$ cat src/rtl/seq_divider_pkg.sv
// Shared definitions for the sequential restoring divider.
//   state_t       : controller state encoding (IDLE / RUN / DONE)
//   DEFAULT_WIDTH : default operand/result width in bits
package seq_divider_pkg;

  localparam int unsigned DEFAULT_WIDTH = 4;

  typedef enum logic [1:0] {
    ST_IDLE = 2'd0,
    ST_RUN  = 2'd1,
    ST_DONE = 2'd2
  } state_t;

endpackage

$ cat src/rtl/seq_divider_subtractor.sv
// Ripple-borrow subtractor: difference = a - b, built from a full-subtractor chain.
//   a, b       : W-bit minuend / subtrahend
//   difference : W-bit result (modulo 2^W)
//   borrow_out : 1 when a < b (result would be negative)
module ripple_borrow_subtractor #(
  parameter int unsigned W = 5
) (
  input  logic [W-1:0] a,
  input  logic [W-1:0] b,
  output logic [W-1:0] difference,
  output logic         borrow_out
);

  // Borrow ripples LSB to MSB through a block-local variable.
  always_comb begin
    logic br;
    br         = 1'b0;
    difference = '0;
    for (int i = 0; i < int'(W); i++) begin
      difference[i] = a[i] ^ b[i] ^ br;
      br            = (~a[i] & b[i]) | (~(a[i] ^ b[i]) & br);
    end
    borrow_out = br;
  end

endmodule

$ cat src/rtl/seq_divider.sv
// Sequential restoring divider, one quotient bit per clock.
//   clk, reset          : clock, synchronous active-high reset
//   start               : division request, accepted only in IDLE
//   dividend, divisor   : unsigned operands, captured on an accepted start
//   busy                : high while iterating (RUN)
//   done                : one-cycle pulse, results valid
//   quotient, remainder : registered results, held until the next result
//   div_by_zero         : registered flag accompanying the results
module seq_divider
  import seq_divider_pkg::*;
#(
  parameter int unsigned WIDTH = DEFAULT_WIDTH
) (
  input  logic             clk,
  input  logic             reset,
  input  logic             start,
  input  logic [WIDTH-1:0] dividend,
  input  logic [WIDTH-1:0] divisor,
  output logic             busy,
  output logic             done,
  output logic [WIDTH-1:0] quotient,
  output logic [WIDTH-1:0] remainder,
  output logic             div_by_zero
);

  localparam int unsigned RW = WIDTH + 1;
  localparam int unsigned CW = $clog2(WIDTH + 1);

  state_t state, next_state;

  logic [RW-1:0]    rem;        // partial remainder
  logic [RW-1:0]    dvs;        // captured divisor, zero-extended
  logic [WIDTH-1:0] quo;        // quotient shift register (starts as dividend)
  logic [CW-1:0]    cnt;        // iterations left
  logic             zero_pend;  // current DONE visit came from a divide-by-zero

  logic [RW-1:0] shifted_c;
  logic [RW-1:0] diff_c;
  logic          borrow_c;
  logic          zero_div_c;
  logic          last_iter_c;
  logic          load_run_c;
  logic          load_zero_c;
  logic          iter_c;
  logic          publish_c;

  assign zero_div_c  = (divisor == '0);
  assign last_iter_c = (cnt == CW'(1));

  // {rem, quo} shifted left by one; rem's MSB is always 0 here so truncation is lossless.
  assign shifted_c = RW'({rem, quo[WIDTH-1]});

  ripple_borrow_subtractor #(
    .W (RW)
  ) u_sub (
    .a          (shifted_c),
    .b          (dvs),
    .difference (diff_c),
    .borrow_out (borrow_c)
  );

  // State register.
  always_ff @(posedge clk) begin
    if (reset) state <= ST_IDLE;
    else       state <= next_state;
  end

  // Next-state logic.
  always_comb begin
    next_state = state;
    case (state)
      ST_IDLE: if (start) next_state = zero_div_c ? ST_DONE : ST_RUN;
      ST_RUN:  if (last_iter_c) next_state = ST_DONE;
      ST_DONE: next_state = ST_IDLE;
      default: next_state = ST_IDLE;
    endcase
  end

  // Control decode. A divide-by-zero publishes on the accepting edge; a normal
  // division publishes on the edge that leaves DONE.
  always_comb begin
    load_run_c  = 1'b0;
    load_zero_c = 1'b0;
    iter_c      = 1'b0;
    publish_c   = 1'b0;
    case (state)
      ST_IDLE: begin
        if (start) begin
          load_zero_c = zero_div_c;
          load_run_c  = ~zero_div_c;
        end
      end
      ST_RUN:  iter_c    = 1'b1;
      ST_DONE: publish_c = ~zero_pend;
      default: ;
    endcase
  end

  // Datapath and registered outputs.
  always_ff @(posedge clk) begin
    if (reset) begin
      rem         <= '0;
      dvs         <= '0;
      quo         <= '0;
      cnt         <= '0;
      zero_pend   <= 1'b0;
      busy        <= 1'b0;
      done        <= 1'b0;
      quotient    <= '0;
      remainder   <= '0;
      div_by_zero <= 1'b0;
    end else begin
      busy <= (next_state == ST_RUN);
      done <= load_zero_c | publish_c;

      if (load_run_c) begin
        rem       <= '0;
        quo       <= dividend;
        dvs       <= RW'(divisor);
        cnt       <= CW'(WIDTH);
        zero_pend <= 1'b0;
      end

      if (load_zero_c) begin
        zero_pend   <= 1'b1;
        quotient    <= '1;
        remainder   <= dividend;
        div_by_zero <= 1'b1;
      end

      // Restoring step: keep the shifted value on borrow, else take the difference.
      if (iter_c) begin
        rem <= borrow_c ? shifted_c : diff_c;
        quo <= WIDTH'({quo, ~borrow_c});
        cnt <= cnt - CW'(1);
      end

      if (publish_c) begin
        quotient    <= quo;
        remainder   <= rem[WIDTH-1:0];
        div_by_zero <= 1'b0;
      end
    end
  end

endmodule
$ cat config.mk
export PLATFORM = sky130hd
export DESIGN_NAME = seq_divider
export DESIGN_NICKNAME = d
export VERILOG_FILES = /design/src/rtl/seq_divider_pkg.sv /design/src/rtl/seq_divider_subtractor.sv /design/src/rtl/seq_divider.sv
export SDC_FILE = /design/constraint.sdc
export NUM_CORES = 1
export LEC_CHECK = 0
export CORE_AREA = 2 2 52 90
export CTS_CLUSTER_SIZE = 12
export DETAILED_ROUTE_END_ITERATION = 8
export DIE_AREA = 0 0 54 92
export PLACE_DENSITY = 0.62
export SYNTH_ARGS = -nofsm -noshare
export SYNTH_HDL_FRONTEND = slang
export SYNTH_SLANG_ARGS = --single-unit
$ cat constraint.sdc
create_clock -name clk -period 5.8 [get_ports clk]
set_input_delay 1.16 -clock clk [delete_from_list [all_inputs] [get_ports clk]]
set_output_delay 1.16 -clock clk [all_outputs]
set_load 0.03 [all_outputs]
==> results.md <==
- Max Transition Viols Final: 0
- Row Count: 32
- CTS Sinks: 29
- Post-DP HPWL: 2493 microns
- Syn Nets: 172
- Worst slack, placed: around 2.6 ns
- Via count: 1238
- Crit path buffers/inverters: 1
- Initial antenna violation count: 0
- YS warnings: 0
- Seq/Total Area, Yosys: 0.4031
- RR Startpoint: quo[3]
- Fmax: approximately 350 MHz
- Minimum clock period: around 2.9 ns
- Tcrit/Tclk final: 0.4985
- Clk slew on worst S/H paths: approximately 0.07 ns
- GRT Residual Overflow: 0
- Sequential cell area: just under 600 sq um
- Setup TNS: 0 ns
- Drt first pass iters: 4
- Filler cells: about 450
- Synth area leader: dfxtp_1
- Cts hold-fix bufs: 0
- Slew Limit Headroom: 0.3373
- Post-Layout Cell Count: ~230
- Initial Util: 0.3330
- Number of global-route vias before repair: about 1300
- First-pass GRT wire length: between 5000 and 6000 microns
- Core area: 0.004324 sq mm
- GRT Resource Usage Total: 0.1623
- CP endpoint kind: flip-flop
- CTS Root Cell: clkbuf_8
- Die height: roughly 92 microns
- Slowest CP cell: nor4_4
- Post-CTS Setup Inserts: 0
- Ant diodes: 0
- Worst-Margin Slew: 0.9866 ns
- Top post-synthesis cells by count: dfxtp_1 (29), a21oi_1 (17), nand2_1 (12)
- Arrival time worst endpoint: about 3.1 ns
- Top-area cell type share of the netlist area: 0.4031
- Max-cap check violation count: 0
- Antenna-violating nets left: 0
- Dpl cells: approximately 220
- Slowest stage delay, CP: roughly 0.90 ns
- Asr flop ratio synth: 0
- Top_reg_cell synth: dfxtp_1
- Clk_skew: 0.007262 ns
- Share of cells above drive strength 1: 0.1149
- Top-count cell post-synth: dfxtp_1
- Worst vdd ir: ~0.00017 V
- Hold Crit Class: flip-flop to flip-flop
- Final WS setup: about 2.9 ns
- Die width: 54 microns
- Area contributors post-synth: dfxtp_1 (40%), a21oi_1 (5.9%), fa_1 (4.2%)
- Cell count after synthesis: approximately 160
- Mean Syn Cell Area: just over 9 sq um
- Reg2Reg Depth: 8
- Nets: between 150 and 200
- RSZ-0062 raised after global routing: false
- # DRC: 0
- CTS tree: done
- Library cells used by synthesis: a little over 40
- Hold Vio Cnt, Final: 0
- CP max FO: 17
- Worst EP required: 6.00 ns
- CTS resizes: 0
- Critical path depth in cells: 4
- Clock buffer depth: 2
- # setup viols final: 0
- H-tree depth: 2
- Boundary Pins: 22
- Startpoint Class: input pin
- Leak: 0.0005915 uW
- R2r setup slk: between 3 and 4 ns
- Largest delay share family, worst path: simple AND/OR/NAND/NOR gates
- WL per Instance: between 15 and 20 microns
- Synth Register Bits: 29
- Status: completed
- Post-synth EDFFs: 0
- Port-buffer cells: 21
- CTS Buf Count: 5
- Area of the multi-input gates: roughly 760 sq um
- Largest net degree at the start of global routing: 28
- Kind of critical path: input pin to flip-flop
- Capturing point of the worst reg2reg path: rem[3]
- Area of the mapped netlist: between 0.001 and 0.0015 sq mm
- Routability congestion estimate from global placement: a little under 0.9
- Crit path from: divisor[0]
- CP Cell Sequence: clkdlybuf4s50_1 > nor4_4 > nand2_2 > a221oi_2
- Final WL: approximately 3400 microns
- Syn-to-layout area delta: 21.89%
- Vias/cell: ~5.5
- PwrDens: roughly 290 mW/mm^2
- DIE AREA: slightly below 0.005 sq mm
- Clk_lat worst skew: between 0.2 and 0.3 ns
- CP endpoint: quotient[3]
- 1st-iter DRT viols: 35
-- area by class of cell --
type,instances,area share
Clock buffer,7,0.05488
Clock inverter,1,0.002851
Inverter,8,0.01711
Multi-Input combinational cell,107,0.4341
Sequential cell,29,0.3307
Tap cell,51,0.03635
Timing Repair Buffer,22,0.1240
-- per-layer routing --
layer  global-route usage  vias up  wire, microns
met1               0.1694      594           1278
met4               0.1125        0            169
met2               0.2724       28           1888
li1                     -      601              -
met5                    0        -              0
met3              0.03420       15             94
-- tightest hold or removal path, cell delays in order, from the launching register on --
cell and delay, ns:
dfxtp_1 0.32, nand2_1 0.06, a21oi_1 0.06
-- flip-flops by register name, indices dropped and copies added, names as in the netlist, 2 cells and up --
name       count
dvs            4
quo            4
quotient       4
rem            4
remainder      4
cnt            3
state          2
-- through the flow --
stage | util | cell area, sq um | hold slack (ns) | power (uW)
2_1_floorplan | - | 1440 | 0.4565 | 301.7
3_3_place_gp | 0.3825 | 1654 | 0.4784 | 328.6
3_5_place_dp | 0.3825 | 1654 | 0.4840 | 332.8
4_1_cts | 0.4060 | 1755 | 0.4925 | 515.2
5_1_grt | 0.4060 | 1755 | 0.5149 | 538.4
6_report | 0.4060 | 1755 | 0.4901 | 511.0
-- worst min-delay path by stage --
stage,startpoint,to,depth (start not counted),slack [ns]
floorplan,zero_pend,zero_pend,2,0.46
global placement,zero_pend,zero_pend,2,0.48
detailed placement,zero_pend,zero_pend,2,0.48
CTS,zero_pend,zero_pend,2,0.49
global route,remainder[3],remainder[3],2,0.51
finish,zero_pend,zero_pend,2,0.49
-- cell usage in the layout, fill, tap and decap left out, types with 2 or more instances in the layout --
cell / n
a211o_1: 4
a211oi_1: 6
a21oi_1: 17
a311oi_1: 3
a31oi_1: 3
clkbuf_8: 7
clkdlybuf4s50_1: 21
dfxtp_1: 29
fa_1: 3
ha_1: 3
inv_1: 8
nand2_1: 12
nand2b_1: 2
nand3_1: 4
nor2_1: 9
nor3b_1: 4
o211ai_1: 5
o21ai_0: 7
o21ai_1: 4
or3b_1: 2
-- power by group --
group	leakage, uW	total [uW]	internal [uW]	switching (uW)
logic	0.000300	101	42.7	57.8
registers	0.000237	228	215	13.7
clock network	0.0000542	182	107	75.1
total	0.000592	511	364	147
-- cell families (layout without fill, tap and decap cells) --
logic type	count (synthesis)	in the layout	synth area share
simple gates	44	44	0.1877
fa+ha+maj	6	6	0.06777
xor+xnor	1	1	0.006083
flops	29	29	0.4031
buf+inv	19	38	0.06776
compound gates	56	56	0.2676
(Power assumes the default switching activity.)
